$ cat config.mk
export PLATFORM = sky130hd
export DESIGN_NAME = iot_event_arbiter
export DESIGN_NICKNAME = d
export VERILOG_FILES = /design/src/rtl/iot_event_arbiter.sv
export SDC_FILE = /design/constraint.sdc
export NUM_CORES = 1
export LEC_CHECK = 0
export CAP_MARGIN = 20
export CORE_MARGIN = 4
export CORE_UTILIZATION = 35
export CTS_BUF_LIST = sky130_fd_sc_hd__clkbuf_8
export CTS_CLUSTER_SIZE = 12
export DETAILED_ROUTE_END_ITERATION = 16
export PLACE_DENSITY = 0.71
export SLEW_MARGIN = 10
export SYNTH_ARGS = -nofsm -noshare
export SYNTH_HDL_FRONTEND = slang
export SYNTH_SLANG_ARGS = --single-unit
$ cat constraint.sdc
create_clock -name clk -period 2.5 [get_ports clk]
set_input_delay 0.25 -clock clk [delete_from_list [all_inputs] [get_ports clk]]
set_output_delay 0.25 -clock clk [all_outputs]
set_load 0.01 [all_outputs]
$ cat src/rtl/iot_event_arbiter.sv
// iot_event_arbiter: round-robin serialiser of device on/off events into one monitor change per cycle.
// Optional EVT_FILTER_EN suppresses mon_change for events that match the current active state.
module iot_event_arbiter #(
   parameter int NUM_DEV = 4
) (
   input  logic               clk,
   input  logic               rst_n,
   input  logic [NUM_DEV-1:0] req,
   input  logic [NUM_DEV-1:0] req_on_off,
   output logic [NUM_DEV-1:0] ack,
   output logic               mon_change,
   output logic               mon_on_off,
   output logic [NUM_DEV-1:0] active,
   output logic [3:0]         active_cnt
);
   localparam int PW = $clog2(NUM_DEV);
   localparam logic [PW:0] N = NUM_DEV[PW:0];
   logic [PW-1:0]      rr_ptr, g, ptr_nxt;
   logic [PW:0]        idx;
   logic               hit, chg;
   logic [NUM_DEV-1:0] elig, active_nxt, grant;
   logic [3:0]         cnt_nxt;
   always_comb begin
      elig = req & ~ack;
      hit = 1'b0;
      g = '0;
      idx = '0;
      // scan from rr_ptr upward, wrapping at NUM_DEV; first eligible wins
      for (int i = 0; i < NUM_DEV; i++) begin
         idx = {1'b0, rr_ptr} + (PW+1)'(i);
         idx = (idx >= N) ? idx - N : idx;
         if (!hit && elig[idx]) begin
            hit = 1'b1;
            g = idx[PW-1:0];
         end
      end
      ptr_nxt = ({1'b0, g} == N - 1'b1) ? '0 : g + 1'b1;
      grant = hit ? (NUM_DEV'(1) << g) : '0;
`ifdef EVT_FILTER_EN
      chg = req_on_off[g] != active[g];
`else
      chg = 1'b1;
`endif
      active_nxt = active;
      if (hit) active_nxt[g] = req_on_off[g];
      cnt_nxt = '0;
      for (int i = 0; i < NUM_DEV; i++) cnt_nxt = cnt_nxt + 4'(active_nxt[i]);
   end
   always_ff @(posedge clk or negedge rst_n) begin
      if (!rst_n) begin
         ack        <= '0;
         mon_change <= 1'b0;
         mon_on_off <= 1'b0;
         active     <= '0;
         active_cnt <= '0;
         rr_ptr     <= '0;
      end else begin
         ack        <= grant;
         mon_change <= hit && chg;
         active     <= active_nxt;
         active_cnt <= cnt_nxt;
         if (hit) begin
            mon_on_off <= req_on_off[g];
            rr_ptr     <= ptr_nxt;
         end
      end
   end
endmodule
==> results.cfg, run 1 <==
[drt]
drtAntennaViolNets = 0
drt-vias-per-instance = 4.74
first_pass_iters = 2
vias = 673
wirelength_mm = 1.83
routedWlPerCell_microns = 12.9
post-route-drc-count = 0
drtIter0Drc = 3

[die]
rows = 17
die_h_microns = 55.9
start_util = 0.367
fp.dieArea_sq_mm = 0.00313
core-area_sq_mm = 0.00219
ios = 24
die_w_microns = 55.9

[sta]
max_freq_mhz = 384
post-route-period-util = 1.04
slew_headroom = 0.548
drv_slew = 0
min_period_ns = 2.60
hold_viol_final = 0
worst_pin_slew_ns = 0.676
fin_skew_ns = 0.00309
rsz0062_at_grt = yes
fin_ws_ns = -0.105
setup_viol = 2
worst_hold_slack_ns = 0.406

[power]
total_leakage_power_nw = 0.608
peakVddDrop_v = 0.00111
power_density_mw_per_mm2 = 1410

[cells_and_area]
layout-drive-gt1-share = 0.368
nNetsFinal = 132
n_fill_cell = 178
utilization = 0.609
antennaDiodeCount = 0
area_delta_synth_final_pct = 65.8

[global_routing]
grt_pass1_vias = 706
grt_start_max_net_pins = 16
antenna_found_initial = 0
track_usage = 0.137
grt_first_pass_wirelength_mm = 3.24
overflow = 0

[worst_hold_path]
hold_class = input pin to async pin

[logic_synthesis]
ys_ff_latch = 15
syn_inst = 72
synth_nets = 89
yosysUniqueCellTypes = 29
yosysSeqAreaShare = 0.467
synth_area_leaders = dfrtp_1 (47%), ha_1 (9.3%), nand2_1 (5.6%), a211oi_4 (5.0%), o31ai_1 (4.7%)
syn_area_sq_um = 805
yosys.area.top_type = dfrtp_1
yosysTopAreaCellShare = 0.467
yosysWarnings = 0
synth_area_per_cell_sq_um = 11.2

[critical_path]
r2r-end = active_cnt[1]$_DFF_PN0_
reg2reg_slack_ns = -0.09
crit_chain = clkdlybuf4s50_1, nor2b_2, a31oi_1, and3_4, clkinv_4, a211oi_4, buf_6, o31ai_4, fa_1, ha_4, ha_4
slowest_delay_ns = 0.58
reg2reg_depth = 10
critical-path-slowest-cell = fa_1
cp-start-kind = input pin
setup.worst_path.start = req[2]
crit_arrival_ns = 2.75
end_kind = register
endpoint = active_cnt[1]$_DFF_PN0_
critPathKind = input pin to register
path_common_cell = ha_4
worstPathRequired_ns = 2.65
path_max_fanout = 5
r2r-start = ack[3]$_DFF_PN0_

[clock_tree]
clock_latency_ns = 0.25
htreeDepth = 1
cts_tree = yes
clk_pin_slew_worst_paths_ns = 0.06
cts_sinks = 15
cts_buffers = 3
cts_buffer_depth = 2
cts_root_buf = clkbuf_8

[placed_design]
dp_hpwl_mm = 1.41
io_buffer_count = 22
gp_congestion = 0.750

[outcome]
status = complete, but fails checks
violations = negative setup slack

[job]
max-cap-violations = 0
==> timing repair <==
item | 4_1_cts | 5_1_grt
hold buffers | 0 | 0
gates resized for setup | 11 | 1
pin swaps | 6 | 3
buffers inserted | 3 | 0
setup endpoints to repair | 3 | 3
==> worst max-delay path: cells and delay by family <==
kind                       cells  cell delay, ns
AOI/OAI and AO/OA              3            0.46
adders and majority gates      3            0.91
buffers and inverters          3            0.66
and+or+nand+nor                2            0.46
==> metal layers <==
metal | wire [microns] | global-route usage | vias to the layer above
met4 | 59 | 0.0915 | 0
met3 | 90 | 0.0255 | 5
li1 | - | - | 328
met5 | 0 | 0 | -
met1 | 759 | 0.165 | 322
met2 | 923 | 0.221 | 18
==> worst min path at each step <==
stage	from	to	slack, ns	depth (start not counted)
floorplan	rst_n	ack[0]$_DFF_PN0_	-0.05	0
global placement	mon_on_off$_DFFE_PN0N_	mon_on_off$_DFFE_PN0N_	0.48	2
detailed placement	mon_on_off$_DFFE_PN0N_	mon_on_off$_DFFE_PN0N_	0.49	2
CTS	rst_n	mon_change$_DFF_PN0_	0.43	1
global route	rst_n	mon_change$_DFF_PN0_	0.48	1
finish	rst_n	mon_change$_DFF_PN0_	0.41	1
==> registers in the layout (all words and copies together), names as in the netlist <==
signal and flops:
ack 4, active 4, active_cnt 3, mon_change 1, mon_on_off 1, rr_ptr 2
==> cells in the final DEF (no fill, tap or decap), types with 2 or more instances in the layout <==
master and count:
a21oi_1 2, clkdlybuf4s50_1 20, nand2_2 3, o31ai_4 3, ha_1 3, dfrtp_1 15
a211oi_4 2, buf_4 15, o21ai_0 2, buf_6 2, o21ai_1 2, ha_4 3
nand2_1 9, o31ai_1 2, inv_1 5, clkbuf_8 3
==> through the flow <==
stage / power (W) / setup WS, ns / std cells / setup TNS, ns / instance area (sq um)
final: 0.00189 / -0.105 / 142 / -0.150 / 1330
after global routing: 0.00205 / -0.234 / 142 / -0.513 / 1330
after CTS: 0.00191 / -0.148 / 142 / -0.266 / 1330
after detailed placement: 0.00147 / -0.512 / 135 / -1.27 / 1200
after global placement: 0.00144 / -0.474 / 135 / -1.16 / 1200
after floorplan: 0.00100 / -0.0918 / 72 / -0.0918 / 846
==> synthesized netlist by cell type <==
cell type,count
dfrtp_1,15
o21ai_1,2
inv_1,5
or2b_1,1
o31ai_1,5
a21oi_1,3
a211oi_4,2
buf_4,1
and3_4,1
inv_2,1
clkinv_1,1
ha_1,6
nor2b_1,1
fa_1,1
nand2b_4,1
a31oi_1,1
nand2b_2,1
nor2b_2,1
nor3b_1,1
or3b_1,1
o21ai_0,2
nor4b_1,1
nand4b_1,1
nand2_1,12
conb_1,1
o21ai_2,1
nor2b_4,1
clkinv_4,1
a2bb2o_2,1
==> power breakdown <==
part           total [W]  internal (W)  switching, W
Combinational    0.00126      0.000670      0.000587
Sequential      0.000425      0.000361     0.0000645
Clock           0.000204      0.000111     0.0000934
==> final cells by class <==
class,instances,area [sq um],area share
timing repair buffer,39,357,0.267
tap,28,35.0,0.0263
clock inverter,1,5.00,0.00375
clock buffer,3,41.3,0.0310
sequential,15,375,0.281
multi-input combinational,48,485,0.364
inverter,8,35.0,0.0263
==> cell families after synthesis <==
logic type / after synthesis / share of synthesized area
simple gates: 23 / 0.185
flops: 15 / 0.467
other cells: 1 / 0.00466
fa+ha+maj: 7 / 0.118
compound gates: 17 / 0.173
buf+inv: 9 / 0.0529
No activity file was read; power rests on OpenSTA's default activity.
==> run 2, diff against run 1 <==
- CAP_MARGIN: 20 -> default
- PLACE_DENSITY: 0.71 -> 0.68
- SLEW_MARGIN: 10 -> default
- clock period: 2.5 -> 2.7 ns (I/O delays scaled with it)
==> run 2 against run 1 <==
The run now ends clean. Sequential power shrank 4.9%. Count of clock-buffer cells in the layout unchanged. Wire length rose by 8.1%. Flip-flop and latch count is the same. Sequential share of layout area is 0.43 points lower. Cell count rose by 1.4%. Largest power group unchanged. Largest cell class unchanged.
==> results.cfg, run 2 (synthesis results as in run 1) <==
[clock_tree]
cts_buffer_depth = 2
clock_latency_ns = 0.25
cts_root_buf = clkbuf_8
cts_sinks = 15
cts_buffers = 3
htreeDepth = 1
hold_buffers = 0
cts_tree = yes
clk_pin_slew_worst_paths_ns = 0.06

[cells_and_area]
antennaDiodeCount = 0
n_fill_cell = 182
utilization = 0.620
final-seq-area_sq_um = 377
multi_input_area_sq_um = 502
area_delta_synth_final_pct = 68.9
top_regs = ack: 4 flops, active: 4 flops, active_cnt: 3 flops
layout-drive-gt1-share = 0.422
layout_common_cells = clkdlybuf4s50_1 (20), buf_4 (18), dfrtp_1 (14), nand2_1 (8), inv_1 (5)
layout_commonest_cell = clkdlybuf4s50_1
nNetsFinal = 134

[die]
start_util = 0.367
rows = 17
ios = 24
fp.dieArea_sq_mm = 0.00313
core-area_sq_mm = 0.00219
die_h_microns = 55.9
die_w_microns = 55.9

[worst_hold_path]
hold_class = input pin to async pin

[placed_design]
dp_hpwl_mm = 1.37
gp_congestion = 0.729
io_buffer_count = 22

[global_routing]
grt_first_pass_wirelength_mm = 3.24
grt_pass1_vias = 710
antenna_found_initial = 0
track_usage = 0.134
overflow = 0
grt_start_max_net_pins = 16

[critical_path]
worstPathRequired_ns = 2.85
end_kind = register
cp-start-kind = input pin
crit_arrival_ns = 2.75
critPathKind = input pin to register
path_max_fanout = 5
reg2reg_depth = 10

[power]
clock_power_share = 0.105
power_density_mw_per_mm2 = 1280
p_int_w = 0.00104
total_power_w = 0.00174
swShare = 0.405
seqPwrFrac = 0.232
peakVddDrop_v = 0.000825
p_comb_frac = 0.664
total_leakage_power_nw = 0.609
switchingPower_w = 0.000707

[job]
max-cap-violations = 0

[drt]
first_pass_iters = 3
routedWlPerCell_microns = 13.7
drtAntennaViolNets = 0
post-route-drc-count = 0
wirelength_mm = 1.98
drt-vias-per-instance = 4.78
vias = 689
drtIter0Drc = 6

[sta]
fin_skew_ns = 0.000582
hold_viol_final = 0
worst_hold_slack_ns = 0.427
worst_pin_slew_ns = 0.671
slew_headroom = 0.551
post-route-period-util = 0.966
drv_slew = 0
max_freq_mhz = 384
setup_viol = 0
finalSetupTns_ns = 0
rsz0062_at_grt = yes
min_period_ns = 2.61

[outcome]
status = finished, final reports clean
-- run 2: changes by cell type in the layout (fill, tap and decap cells not counted), sizes merged --
cell	before	now
dlygate4sd2	1	2
buf	17	19
dlymetal6s2s	1	0
-- run 2: power by group through the flow --
stage	combinational (W)	clock [W]	sequential [W]
final	0.00116	0.000183	0.000404
after global routing	0.00127	0.000199	0.000417
after CTS	0.00105	0.000190	0.000399
after detailed placement	0.000868	0	0.000402
after global placement	0.000838	0	0.000399
after floorplan	0.000434	0	0.000432
-- run 2: layout make-up --
cell class | count | share of cell area
clock buffer | 3 | 0.0304
clock inverter | 1 | 0.00368
inverter | 8 | 0.0258
multi-input combinational | 48 | 0.369
sequential | 15 | 0.277
tap | 28 | 0.0258
timing repair buffer | 41 | 0.268
-- run 2: what timing repair did --
action,4_1_cts,5_1_grt
endpoints found under the setup margin,3,2
gates resized for setup,14,10
setup buffers,4,4
pin swaps,4,6
-- run 2: path summary, 6_finish.rpt --
check,start,end,slack [ns]
max in group asynchronous,rst_n,rr_ptr[1]$_DFFE_PN0N_,1.81
worst max-delay path,req[2],active_cnt[1]$_DFF_PN0_,0.09
min in group clk,mon_on_off$_DFFE_PN0N_,mon_on_off$_DFFE_PN0N_,0.50
worst min register to register,mon_on_off$_DFFE_PN0N_,mon_on_off$_DFFE_PN0N_,0.50
worst max register to register,ack[3]$_DFF_PN0_,active_cnt[1]$_DFF_PN0_,0.10
worst min-delay path,rst_n,active_cnt[1]$_DFF_PN0_,0.43
-- run 2: critical path, stage by stage --
cell and delay [ns]:
clkdlybuf4s50_1 0.47, nor2b_2 0.18, a2bb2o_2 0.39, a211oi_4 0.24
buf_4 0.19, o31ai_4 0.09, fa_1 0.54, ha_2 0.19
ha_4 0.19
-- run 2: per-stage QoR --
step	setup slack, ns	cell area (sq um)	std cells
3_5_place_dp	-0.435	1140	132
2_1_floorplan	0.0695	810	72
3_3_place_gp	-0.380	1140	132
5_1_grt	-0.0177	1360	144
4_1_cts	0.0284	1280	140
6_report	0.0931	1360	144
-- run 2: metal layers --
metal / up-vias / GRT usage / share of wire
met5: - / 0 / 0
met4: 0 / 0.0610 / 0.016
met3: 2 / 0.0278 / 0.040
met2: 17 / 0.235 / 0.54
met1: 339 / 0.154 / 0.40
li1: 331 / - / -
==> run 3, diff against run 2 <==
- CORE_MARGIN: 4 -> 10
- CORE_UTILIZATION: 35 -> 48
- GPL_TIMING_DRIVEN: default -> 0
- PLACE_DENSITY: 0.68 -> 0.87
==> run 3 against run 2 <==
Via count down 3.3%. Clock power down 2%. Power down 3.9%. Final area down 7.8%. Cell count down 15%.
==> results.cfg, run 3 (synthesis results as in run 1) <==
[critical_path]
crit_arrival_ns = 2.77
reg2reg_slack_ns = 0.07
crit_family = adder cells
end_kind = register
endpoint = active_cnt[1]$_DFF_PN0_
critPathKind = register to register
worstPathRequired_ns = 2.85
r2r-end = active_cnt[1]$_DFF_PN0_
critical-path-slowest-cell = fa_1
path_max_fanout = 5
cp.depth = 9
cp-start-kind = register
worst-path-buf-inv = 1
setup.worst_path.start = ack[0]$_DFF_PN0_
r2r-start = ack[0]$_DFF_PN0_
slowest_delay_ns = 0.54
reg2reg_depth = 9
crit_chain = nand2b_4, or3b_1, and3_4, a211oi_4, buf_4, o31ai_4, fa_1, ha_2, ha_4

[die]
die_w_microns = 60.9
ios = 24
core-area_sq_mm = 0.00154
start_util = 0.522
rows = 14
fp.dieArea_sq_mm = 0.00371
die_h_microns = 60.9

[drt]
routed-wl-met3_microns = 215
drtAntennaViolNets = 0
top_layer_used = met4
first_pass_iters = 4
drtIter0Drc = 12
post-route-drc-count = 0
drt-vias-per-instance = 5.46
met1_length_microns = 850
routedWlPerCell_microns = 19.0
wl_met2_mm = 1.20
vias = 666
wirelength_mm = 2.32

[cells_and_area]
layout-drive-gt1-share = 0.340
layout_commonest_cell = clkdlybuf4s50_1
top_regs = ack: 4 flops, active: 4 flops, active_cnt: 3 flops
utilization = 0.813
layout_common_cells = clkdlybuf4s50_1 (20), dfrtp_1 (15), buf_4 (8), inv_1 (6), nand2_1 (6)
nNetsFinal = 124
area_delta_synth_final_pct = 55.7
antennaDiodeCount = 0

[sta]
post-route-period-util = 0.973
worst_pin_slew_ns = 0.692
fin_skew_ns = 0.000738
fin_ws_ns = 0.0740
min_period_ns = 2.63
slew_headroom = 0.537
worst_hold_slack_ns = 0.437
hold_viol_final = 0
max_freq_mhz = 381
rsz0062_at_grt = yes
setup_viol = 0
drv_slew = 0

[placed_design]
io_buffer_count = 22
place_ws_ns = -0.432
gp_congestion = 0.791
dp_hpwl_mm = 1.40

[clock_tree]
cts_root_buf = clkbuf_8
cts_tree = yes
clock_latency_ns = 0.25
clk_pin_slew_worst_paths_ns = 0.06
hold_buffers = 0
cts_buffer_depth = 2
htreeDepth = 1
cts_sinks = 15
cts_buffers = 3

[job]
max-cap-violations = 0

[global_routing]
overflow = 0
grt_start_max_net_pins = 16
grt_pass1_vias = 718
grt_first_pass_wirelength_mm = 3.65
antenna_found_initial = 0
track_usage = 0.137

[worst_hold_path]
hold_class = input pin to async pin

[outcome]
status = finished, final reports clean

[power]
peakVddDrop_v = 0.000852
total_power_w = 0.00168
total_leakage_power_nw = 0.565
power_density_mw_per_mm2 = 1340
## run 3: cell count changes in the layout (fill, tap and decap cells not counted), sizes merged
| cell | delta |
|---|---|
| buf | -10 |
| clkinv | -1 |
| inv | +1 |
## run 3: power breakdown
part	leakage, nW	total [W]	switching (W)	internal [W]
registers	0.184	0.000406	0.0000715	0.000334
clock network	0.0269	0.000179	0.0000777	0.000101
logic	0.354	0.00109	0.000558	0.000533
## run 3: final cells by class
class	count	area (sq um)
Fill cell	87	289
Sequential cell	15	375
Inverter	8	35.0
Tap cell	16	20.0
Clock inverter	1	3.75
Timing Repair Buffer	30	282
Multi-Input combinational cell	48	488
Clock buffer	3	41.3
Buffer	1	7.51
## run 3: worst min path at each step
stage | startpoint | endpoint | slack, ns | cells past startpoint
2_1_floorplan | rst_n | ack[0]$_DFF_PN0_ | -0.03 | 0
3_3_place_gp | mon_on_off$_DFFE_PN0N_ | mon_on_off$_DFFE_PN0N_ | 0.48 | 2
3_5_place_dp | mon_on_off$_DFFE_PN0N_ | mon_on_off$_DFFE_PN0N_ | 0.48 | 2
4_1_cts | rst_n | active_cnt[2]$_DFF_PN0_ | 0.43 | 1
5_1_grt | rst_n | active_cnt[1]$_DFF_PN0_ | 0.46 | 1
6_report | rst_n | active[3]$_DFF_PN0_ | 0.44 | 1
## run 3: timing repair
item / CTS / global route
setup buffers: 6 / 2
setup endpoints to repair: 3 / 1
pin swaps: 6 / 8
cloned: 0 / 0
resized for setup: 17 / 4
## run 3: metrics by stage
step | area, sq um | cells | TNS [ns]
2_1_floorplan | 810 | 72 | 0
3_3_place_gp | 1050 | 110 | -0.823
3_5_place_dp | 1050 | 110 | -1.04
4_1_cts | 1220 | 120 | 0
5_1_grt | 1250 | 122 | -0.0344
6_report | 1250 | 122 | 0
## run 3: layer usage
metal,vias to the layer above,GRT usage
met2,19,0.229
met4,0,0.0658
li1,312,-
met3,5,0.0689
met1,330,0.140
met5,-,0
